## src/rtl/alu_pkg.sv

```systemverilog
// Shared definitions for the sequential ALU.
//   opcode_e : operation encodings carried on the 3-bit opcode port
//   state_e  : control FSM states of alu_seq
package alu_pkg;

  typedef enum logic [2:0] {
    OP_ADD = 3'b000,
    OP_SUB = 3'b001,
    OP_AND = 3'b010,
    OP_OR  = 3'b011,
    OP_XOR = 3'b100,
    OP_SHL = 3'b101,
    OP_SHR = 3'b110,
    OP_MUL = 3'b111
  } opcode_e;

  typedef enum logic {
    ST_IDLE = 1'b0,
    ST_MUL  = 1'b1
  } state_e;

endpackage

```

## src/rtl/alu_mul_iter.sv

```systemverilog
// Iterative unsigned shift-add multiplier.
//   clk, rst_n : clock, asynchronous active-low reset (aborts a multiply in flight)
//   start      : latch a/b and begin; one partial-product step per following edge
//   a, b       : WIDTH-bit unsigned operands
//   done       : high in the cycle whose rising edge completes the last iteration
//   product    : 2*WIDTH-bit product, valid while done is high
module alu_mul_iter #(
  parameter int unsigned WIDTH = 8
) (
  input  logic               clk,
  input  logic               rst_n,
  input  logic               start,
  input  logic [WIDTH-1:0]   a,
  input  logic [WIDTH-1:0]   b,
  output logic               done,
  output logic [2*WIDTH-1:0] product
);

  localparam int unsigned CW = (WIDTH > 1) ? $clog2(WIDTH) : 1;

  logic               busy_q;
  logic [CW-1:0]      cnt_q;
  logic [2*WIDTH-1:0] mcand_q;
  logic [WIDTH-1:0]   mplier_q;
  logic [2*WIDTH-1:0] prod_q;
  logic [2*WIDTH-1:0] prod_d;

  // product is the accumulator value after the current edge's iteration, so
  // the consumer can register the final result on the same edge done is seen.
  always_comb begin
    prod_d = prod_q + (mplier_q[0] ? mcand_q : '0);
  end

  assign done    = busy_q && (cnt_q == CW'(WIDTH - 1));
  assign product = prod_d;

  always_ff @(posedge clk or negedge rst_n) begin
    if (!rst_n) begin
      busy_q   <= 1'b0;
      cnt_q    <= '0;
      mcand_q  <= '0;
      mplier_q <= '0;
      prod_q   <= '0;
    end else if (start) begin
      busy_q   <= 1'b1;
      cnt_q    <= '0;
      mcand_q  <= {{WIDTH{1'b0}}, a};
      mplier_q <= b;
      prod_q   <= '0;
    end else if (busy_q) begin
      prod_q   <= prod_d;
      mcand_q  <= mcand_q << 1;
      mplier_q <= mplier_q >> 1;
      cnt_q    <= cnt_q + CW'(1);
      if (done) begin
        busy_q <= 1'b0;
      end
    end
  end

endmodule

```

## src/rtl/alu_seq.sv

```systemverilog
// Registered WIDTH-bit ALU with status flags, accumulator operand source and
// valid/ready handshakes on input and output.
//   clk, rst_n          : clock, asynchronous active-low reset
//   in_valid / in_ready : operation handshake (a, b, opcode, use_acc)
//   a, b                : operands; use_acc=1 substitutes the accumulator for a
//   opcode              : ADD SUB AND OR XOR SHL SHR MUL
//   out_valid/out_ready : result handshake
//   result              : 2*WIDTH-bit result, zero-extended unless noted
//   flag_c/flag_z/flag_v: carry-borrow-shiftout / zero / signed overflow
module alu_seq
  import alu_pkg::*;
#(
  parameter int unsigned WIDTH  = 8,
  parameter bit          MUL_EN = 1'b1
) (
  input  logic               clk,
  input  logic               rst_n,
  input  logic               in_valid,
  output logic               in_ready,
  input  logic [WIDTH-1:0]   a,
  input  logic [WIDTH-1:0]   b,
  input  logic [2:0]         opcode,
  input  logic               use_acc,
  output logic               out_valid,
  input  logic               out_ready,
  output logic [2*WIDTH-1:0] result,
  output logic               flag_c,
  output logic               flag_z,
  output logic               flag_v
);

  localparam int unsigned SHW = $clog2(WIDTH);
  localparam int unsigned RW  = 2 * WIDTH;

  state_e           state_q, state_d;
  logic             out_valid_q, out_valid_d;
  logic [RW-1:0]    result_q, result_d;
  logic             flag_c_q, flag_c_d;
  logic             flag_z_q, flag_z_d;
  logic             flag_v_q, flag_v_d;
  logic [WIDTH-1:0] acc_q, acc_d;

  opcode_e          op;
  logic             accept;
  logic             start_mul;
  logic             mul_done;
  logic [RW-1:0]    mul_prod;

  logic [WIDTH-1:0] op_a;
  logic [SHW-1:0]   shamt;
  logic [WIDTH:0]   sum, diff;
  logic [WIDTH:0]   shl_w, shr_w;
  logic [RW-1:0]    alu_res;
  logic             alu_c, alu_v;

  assign op        = opcode_e'(opcode);
  assign in_ready  = rst_n && (state_q == ST_IDLE) && (!out_valid_q || out_ready);
  assign accept    = in_valid && in_ready;
  assign start_mul = accept && (op == OP_MUL) && MUL_EN;

  if (MUL_EN) begin : g_mul
    alu_mul_iter #(.WIDTH(WIDTH)) u_mul (
      .clk     (clk),
      .rst_n   (rst_n),
      .start   (start_mul),
      .a       (op_a),
      .b       (b),
      .done    (mul_done),
      .product (mul_prod)
    );
  end else begin : g_nomul
    assign mul_done = 1'b0;
    assign mul_prod = '0;
  end

  // Single-cycle datapath. Shifts run one bit wider than the operand so the
  // extra bit captures the last bit shifted out (and is 0 for amount 0).
  always_comb begin
    op_a  = use_acc ? acc_q : a;
    shamt = b[SHW-1:0];
    sum   = {1'b0, op_a} + {1'b0, b};
    diff  = {1'b0, op_a} - {1'b0, b};
    shl_w = {1'b0, op_a} << shamt;
    shr_w = {op_a, 1'b0} >> shamt;

    alu_res = '0;
    alu_c   = 1'b0;
    alu_v   = 1'b0;
    case (op)
      OP_ADD: begin
        alu_res = {{(WIDTH-1){1'b0}}, sum};
        alu_c   = sum[WIDTH];
        alu_v   = (op_a[WIDTH-1] == b[WIDTH-1]) && (sum[WIDTH-1] != op_a[WIDTH-1]);
      end
      OP_SUB: begin
        alu_res = {{(WIDTH-1){1'b0}}, diff};
        alu_c   = diff[WIDTH];
        alu_v   = (op_a[WIDTH-1] != b[WIDTH-1]) && (diff[WIDTH-1] != op_a[WIDTH-1]);
      end
      OP_AND: alu_res = {{WIDTH{1'b0}}, op_a & b};
      OP_OR:  alu_res = {{WIDTH{1'b0}}, op_a | b};
      OP_XOR: alu_res = {{WIDTH{1'b0}}, op_a ^ b};
      OP_SHL: begin
        alu_res = {{WIDTH{1'b0}}, shl_w[WIDTH-1:0]};
        alu_c   = shl_w[WIDTH];
      end
      OP_SHR: begin
        alu_res = {{WIDTH{1'b0}}, shr_w[WIDTH:1]};
        alu_c   = shr_w[0];
      end
      default: ; // OP_MUL reaches here only when the multiplier is absent: result 0
    endcase
  end

  always_comb begin
    state_d     = state_q;
    out_valid_d = out_valid_q;
    result_d    = result_q;
    flag_c_d    = flag_c_q;
    flag_z_d    = flag_z_q;
    flag_v_d    = flag_v_q;
    acc_d       = acc_q;

    unique case (state_q)
      ST_IDLE: begin
        if (accept) begin
          if (start_mul) begin
            state_d     = ST_MUL;
            out_valid_d = 1'b0;
          end else begin
            out_valid_d = 1'b1;
            result_d    = alu_res;
            flag_c_d    = alu_c;
            flag_z_d    = (alu_res == '0);
            flag_v_d    = alu_v;
            acc_d       = alu_res[WIDTH-1:0];
          end
        end else if (out_valid_q && out_ready) begin
          out_valid_d = 1'b0;
        end
      end
      ST_MUL: begin
        if (mul_done) begin
          state_d     = ST_IDLE;
          out_valid_d = 1'b1;
          result_d    = mul_prod;
          flag_c_d    = 1'b0;
          flag_z_d    = (mul_prod == '0);
          flag_v_d    = 1'b0;
          acc_d       = mul_prod[WIDTH-1:0];
        end
      end
      default: state_d = ST_IDLE;
    endcase
  end

  always_ff @(posedge clk or negedge rst_n) begin
    if (!rst_n) begin
      state_q     <= ST_IDLE;
      out_valid_q <= 1'b0;
      result_q    <= '0;
      flag_c_q    <= 1'b0;
      flag_z_q    <= 1'b0;
      flag_v_q    <= 1'b0;
      acc_q       <= '0;
    end else begin
      state_q     <= state_d;
      out_valid_q <= out_valid_d;
      result_q    <= result_d;
      flag_c_q    <= flag_c_d;
      flag_z_q    <= flag_z_d;
      flag_v_q    <= flag_v_d;
      acc_q       <= acc_d;
    end
  end

  assign out_valid = out_valid_q;
  assign result    = result_q;
  assign flag_c    = flag_c_q;
  assign flag_z    = flag_z_q;
  assign flag_v    = flag_v_q;

endmodule

```

## config.mk

```make
export PLATFORM = sky130hd
export DESIGN_NAME = alu_seq
export DESIGN_NICKNAME = d
export VERILOG_FILES = /design/src/rtl/alu_pkg.sv /design/src/rtl/alu_mul_iter.sv /design/src/rtl/alu_seq.sv
export SDC_FILE = /design/constraint.sdc
export NUM_CORES = 1
export LEC_CHECK = 0
export BUFFER_PORTS_ARGS = -buffer_cell sky130_fd_sc_hd__buf_2
export CAP_MARGIN = 30
export CORE_ASPECT_RATIO = 0.8
export CORE_MARGIN = 5
export CORE_UTILIZATION = 40
export DETAILED_ROUTE_END_ITERATION = 10
export SYNTH_ARGS = -nofsm -noshare
export SYNTH_HDL_FRONTEND = slang
export SYNTH_HIERARCHICAL = 1
export SYNTH_SLANG_ARGS = --single-unit
```

## constraint.sdc

```tcl
create_clock -name clk -period 4.1 [get_ports clk]
set_clock_uncertainty 0.1 [all_clocks]
set_input_delay 0 -clock clk [delete_from_list [all_inputs] [get_ports clk]]
set_output_delay 0 -clock clk [all_outputs]
set_load 0.01 [all_outputs]
```

**Yosys cells after proc, flatten, opt, wreduce, memory -nomap -nowiden**

Cells that the tools add are included.

- Add/subtract/negate cells: 4
- Equality and inequality tests: 16
- Shift operators: 2
- Muxes and demuxes: 43
- Bitwise gates (word level): 4
- Reduce and logical (&&, ||, !) cells: 16

Operators by type and width:

| operator | number |
|---|---|
| 16-bit two-way mux | 8 |
| 9-bit case mux with 7 select lines | 1 |
| 8-bit two-way mux | 6 |
| 16-bit logical NOT | 2 |
| 16-bit case mux with 2 select lines | 1 |
| 1-bit two-way mux | 17 |
| 16-bit adder | 1 |
| 8-bit case mux with 2 select lines | 1 |
| 3-bit equality test, second input constant | 5 |
| 1-bit case mux with 2 select lines | 6 |
| 8-bit by 8-bit adder with 9-bit output | 1 |
| 8-bit by 3-bit << shifter with 9-bit output | 1 |
| 9-bit by 3-bit right shift with 9-bit output | 1 |
| 8-bit by 8-bit subtractor with 9-bit output | 1 |
| 8-bit bitwise AND | 1 |
| 1-bit logical AND | 8 |
| 8-bit OR | 1 |
| 8-bit XOR | 1 |
| 3-bit by 2-bit equality test with 1-bit output, second input constant | 2 |
| 3-bit two-way mux | 2 |
| 2-bit inequality test, second input constant | 2 |
| 1-bit case mux with 4 select lines | 1 |
| 3-bit by 1-bit adder with 3-bit output, second input constant | 1 |
| 3-bit by 1-bit equality test with 1-bit output, second input constant | 1 |
| 11 further kinds | 13 |

- Bits in registers: 73
- Bits of input ports: 24
- Output and inout port bits: 21

**Longest topological paths before layout**

- Depth in word-level cells: 8
- Mapped depth: 14

**By module**

Netlist, hierarchy kept.

Modules (own cells, without submodules):

| module | instances | cells each | area an instance (µm²) | sequential area each (µm²) |
|---|---|---|---|---|
| alu_seq | 1 | 371 | 2996.6 | 525.5 |
| alu_mul_iter | 1 | 308 | 2910.3 | 1101.1 |

**Worst setup path after synthesis**

Ideal clock, no wire load.

- Path type: input port to flip-flop
- From: input port use_acc
- To: register flag_z_q (netlist: flag_z)
- Setup time: 0.092 ns
- Arrival time: 2.983 ns
- Path slack: 0.925 ns
- Stages: 14
- Buffers on the path: 2
- Path through: buf_6 buf_2 mux2_2 inv_1 ha_1 inv_1 fa_1 nand2b_1 a32o_1 a221o_1 a221o_1 nor4b_2 nand4b_1 o31ai_2

- Word-level cells in the longest chain between the ends: 7
- Elaborated cells on any way between the ends: 13
- Those cells by class: add/sub: 2; shift: 2; mux: 5; bitwise: 3; reduce/logical: 1

Ends and longest elaborated chain:

| what | line | RTL |
|---|---|---|
| start, declared | alu_seq.sv:23 | `input logic use_acc,` |
| 8-bit two-way mux * | alu_seq.sv:79 | `op_a = use_acc ? acc_q : a;` |
| via op_a[0] | alu_seq.sv:49 | `logic [WIDTH-1:0] op_a;` |
| 8-bit by 8-bit subtractor with 9-bit output (tied with other cells) | alu_seq.sv:82 | `diff = {1'b0, op_a} - {1'b0, b};` |
| 9-bit case mux with 7 select lines * | alu_seq.sv:89 | `case (op)` |
| 16-bit logical NOT * | alu_seq.sv:134 | `flag_z_d = (alu_res == '0);` |
| 1-bit two-way mux * | alu_seq.sv:127 | `if (start_mul) begin` |
| 1-bit two-way mux * | alu_seq.sv:126 | `if (accept) begin` |
| 1-bit case mux with 2 select lines * | alu_seq.sv:124 | `unique case (state_q)` |
| end signal, assigned | alu_seq.sv:171 | `flag_z_q <= flag_z_d;` |
| end, declared | alu_seq.sv:39 | `logic flag_z_q, flag_z_d;` |

Mark *: on every way through the listed nets, which the timed path passes. The rest lies on a longest branch. The select of a mux whose other input is x is not followed.
A chain may end at the register's enable or synchronous reset.

**Final worst setup path**

- From: register g_mul.u_mul.mplier_q[0]
- To: register flag_z_q (netlist: flag_z)

- Word-level cells in the longest chain between the ends: 5

Ends and longest elaborated chain:

| what | line | RTL |
|---|---|---|
| start, declared | alu_mul_iter.sv:24 | `logic [WIDTH-1:0] mplier_q;` |
| start signal, assigned | alu_mul_iter.sv:53 | `mplier_q <= mplier_q >> 1;` |
| 16-bit two-way mux | alu_mul_iter.sv:31 | `prod_d = prod_q + (mplier_q[0] ? mcand_q : '0);` |
| 16-bit adder | alu_mul_iter.sv:31 |  |
| via mul_prod[14] | alu_seq.sv:47 | `logic [RW-1:0] mul_prod;` |
| 16-bit logical NOT | alu_seq.sv:148 | `flag_z_d = (mul_prod == '0);` |
| 1-bit two-way mux | alu_seq.sv:143 | `if (mul_done) begin` |
| 1-bit case mux with 2 select lines | alu_seq.sv:124 |  |

The timed path passes the listed nets, and every way through them passes these cells. The select of a mux whose other input is x is not followed.

==> parameters.txt <==
Parameter                              Value

Power and ir drop
  Power spent charging and discharging nets    2010 uW
  Share of power burned in combinational logic    58.5%
  Sequential share of power    23.1%
  Total Power Consumption    4440 uW
  Share of total power in the clock network    18.5%
  Total power per unit cell area    668 nW/um^2
  Sw Share    45.2%
  Leakage    0.00277 uW
  Pint    2440 uW
  Maximum VDD drop    0.263 mV

Die
  Die width    146 um
  Std-Cell Rows    39
  Placeable core region    14,400 sq um
  Die H    119 um
  Area of the die    17,300 sq um
  Starting density of the core    41.0%
  I/O pin count    45

Timing
  Final critical delay including setup and external delays    3.52 ns
  Final total negative setup slack    0 ns
  Achievable frequency    0.284 GHz
  Worst Tran Pin Value    0.680 ns
  Period Utilization, post-route    85.8%
  Final hold vios    0
  RSZ-0062 raised after global routing    false
  Worst hold margin    0.0135 ns
  Pins Over Slew Limit    0
  Final count of negative-setup-slack endpoints    0
  Tightest slew margin relative to the limit    54.1%

Global route
  Number of antenna violations at the first check in global routing    0
  Vias in the first global route    5,076
  Global routing usage summed across all routing layers    20.0%
  Global-route wire length before repair    28,200 um
  Pin count of the biggest net entering global routing    53
  Overflow left after global routing    0

Synthesis
  EDFF count, synth    0
  Count of state elements after synthesis    65
  Most area-consuming cells after synthesis    sky130_fd_sc_hd__dfrtp_1, sky130_fd_sc_hd__ha_1, sky130_fd_sc_hd__mux2i_1
  Mapped Nets    748
  Top-area cell type share of the netlist area    27.5%
  Portion of the post-synthesis area used by sequential elements    27.5%
  Top FF cell, synth    sky130_fd_sc_hd__dfrtp_1
  Number of unique standard cell types used by synthesis    74
  Post-synthesis instance area    5910 sq um
  Synthesized instance count    679
  Count of warnings emitted by yosys    6
  Mean area per synthesized cell    8.70 sq um
  Cell type contributing the most total cell area after synthesis    sky130_fd_sc_hd__dfrtp_1
  Fraction of registers with async set or reset after synthesis    100%

Final layout
  Multi-input gate area    4020 sq um
  Post-route cell area    6650 sq um
  Number of inserted diodes    0
  Final-stage net count    782
  Layout-stage area growth over the synthesis result    12.6%
  Commonest cells after routing, fill and taps aside    sky130_fd_sc_hd__nand2_1, sky130_fd_sc_hd__dfrtp_1, sky130_fd_sc_hd__nor2_1, sky130_fd_sc_hd__buf_2, sky130_fd_sc_hd__ha_1
  Leading cell type in the layout, fill and taps excluded    sky130_fd_sc_hd__nand2_1
  Finished Layout Cells    902
  Layout fillers    1,408
  Register cell area after layout    1630 sq um
  Fraction of final layout cells sized beyond drive strength 1    14.1%

Placement
  Number of port buffers    44
  Gp weighted congestion    0.945
  Placed wire-length estimate    13,400 um
  Count of placed standard cells including taps    878
  Post-DP Area    6250 sq um

Run status
  Result of the run    complete, no violations

Setup path
  Nature of the critical path endpoint    flip-flop
  Depth of the worst register-to-register path    12
  Data arrival time of the worst path    3.66 ns
  Crit path launch type    flip-flop
  Required time of the worst setup path    4.24 ns
  Max Fanout on Critical Path    17
  WS Path Type    reg2reg

Route
  Iteration count of the initial detailed-routing pass    5
  Antenna Violating Nets Remaining    0
  Final WL    17,500 um
  Via density per instance    5.97
  Iter 0 DRT Violations    500
  Via Count    5,386
  Final routed wire length divided by cell count    19.5 um
  DRC Markers    0

Flow run
  Max-cap violation count    0

Hold path
  Worst hold stages    4
  Hold/Removal Path Class    in2reg

Clocking
  CTS resizes    0
  # hold bufs at CTS    8
  Number of clock buffers inserted by TritonCTS    9
  Cell chosen for the clock root    sky130_fd_sc_hd__clkbuf_16
  TritonCTS clock tree    yes
  Clock transition time at the flip-flop clock pins of the worst setup and hold paths    0.05 ns
  Num Clock Sinks    65
  CTS H-tree lvls    3
  Maximum clock insertion buffer count    2
  Clock latency of the later-clocked register in the worst-skew pair    0.33 ns
  Setup bufs post-CTS    0
## cells in the mapped netlist (4+ instances only)
cell type,n
sky130_fd_sc_hd__nand2_1,75
sky130_fd_sc_hd__dfrtp_1,65
sky130_fd_sc_hd__nor2_1,50
sky130_fd_sc_hd__ha_1,42
sky130_fd_sc_hd__mux2i_1,41
sky130_fd_sc_hd__o21ai_0,37
sky130_fd_sc_hd__a21oi_1,33
sky130_fd_sc_hd__inv_1,26
sky130_fd_sc_hd__and2_1,23
sky130_fd_sc_hd__clkbuf_1,23
sky130_fd_sc_hd__nand2b_1,22
sky130_fd_sc_hd__nand3_1,18
sky130_fd_sc_hd__xnor2_1,14
sky130_fd_sc_hd__mux4_2,13
sky130_fd_sc_hd__a21o_1,12
sky130_fd_sc_hd__nor2b_1,10
sky130_fd_sc_hd__a211oi_1,9
sky130_fd_sc_hd__and3_1,9
sky130_fd_sc_hd__buf_2,8
sky130_fd_sc_hd__nor3_1,8
sky130_fd_sc_hd__o211ai_1,8
sky130_fd_sc_hd__mux2_2,6
sky130_fd_sc_hd__nand4_1,6
sky130_fd_sc_hd__or3_1,6
sky130_fd_sc_hd__a32o_1,5
sky130_fd_sc_hd__o21ai_1,5
sky130_fd_sc_hd__o21bai_1,5
sky130_fd_sc_hd__xor2_1,5
sky130_fd_sc_hd__a221o_1,4
sky130_fd_sc_hd__a221oi_1,4
sky130_fd_sc_hd__a31oi_1,4
sky130_fd_sc_hd__nor4_1,4
sky130_fd_sc_hd__o22ai_1,4
sky130_fd_sc_hd__o31ai_1,4
## metrics by stage
stage | util [%] | worst slack, ns
after floorplan | - | 0.925
after global placement | 43.5 | 0.705
after detailed placement | 43.5 | 0.606
after CTS | 46.2 | 0.597
after global routing | 46.2 | 0.286
final | 46.2 | 0.582
## state kept, by name (all words and copies together), names as in the netlist
name,flops
flag_v,1
g_mul.u_mul/busy_q,1
result,16
g_mul.u_mul/mcand_q,16
g_mul.u_mul/prod_q,16
state_q,1
flag_z,1
g_mul.u_mul/mplier_q,8
out_valid,1
g_mul.u_mul/cnt_q,3
flag_c,1
## critical path, stage by stage (launching register included)
cell and delay [ns]:
sky130_fd_sc_hd__dfrtp_1 0.53, sky130_fd_sc_hd__and2_1 0.22, sky130_fd_sc_hd__ha_1 0.40, sky130_fd_sc_hd__a21oi_1 0.26
sky130_fd_sc_hd__o22ai_1 0.17, sky130_fd_sc_hd__a221oi_1 0.44, sky130_fd_sc_hd__nand2_1 0.13, sky130_fd_sc_hd__xor2_1 0.18
sky130_fd_sc_hd__nor4_1 0.38, sky130_fd_sc_hd__nand4_1 0.14, sky130_fd_sc_hd__o41ai_1 0.25, sky130_fd_sc_hd__o21ai_0 0.16
sky130_fd_sc_hd__o31ai_2 0.08
## power by group through the flow
stage / Sequential, uW / Combinational, uW / Clock (uW)
after global placement: 1020 / 2510 / 0
after floorplan: 1020 / 1840 / 0
final: 1030 / 2600 / 821
after global routing: 1060 / 2850 / 869
after detailed placement: 1030 / 2530 / 0
after CTS: 1030 / 2560 / 839
## logic make-up (layout without fill, tap and decap cells)
family	Yosys count	after routing	share of synthesized area (%)
xor gates and xnor gates	19	19	2.82
adders and majority gates	45	45	9.91
DFF	65	65	27.5
AOI/OAI and AO/OA	170	170	19.9
muxes	61	61	13.2
buffers and inverters	65	104	4.62
and+or+nand+nor	254	254	22.0
## per-layer routing
layer / global-route usage (%) / share of wire, % / vias to the layer above
li1: - / - / 2556
met1: 32.8 / 51 / 2602
met2: 27.2 / 40 / 210
met3: 3.14 / 7.9 / 18
met4: 4.21 / 1.1 / 0
met5: 0 / 0 / -
## final timing paths
check | slack, ns | end | from
max in group asynchronous | 2.79 | g_mul.u_mul/busy_q | rst_n
setup / recovery | 0.58 | flag_z | g_mul.u_mul/mplier_q[0]
setup reg to reg | 0.58 | flag_z | g_mul.u_mul/mplier_q[0]
min in group asynchronous | 0.08 | result[6] | rst_n
hold reg to reg | 0.40 | result[8] | result[8]
hold / removal | 0.01 | out_valid | out_ready
## cell type report
class                           count  area share [%]
Multi-Input combinational cell    549            60.4
Sequential cell                    65            24.5
Timing Repair Buffer               59            5.31
Clock buffer                       13            3.76
Tap cell                          184            3.46
Inverter                           29            1.64
Clock inverter                      3           0.978
Power figures use the tool's default switching activity.
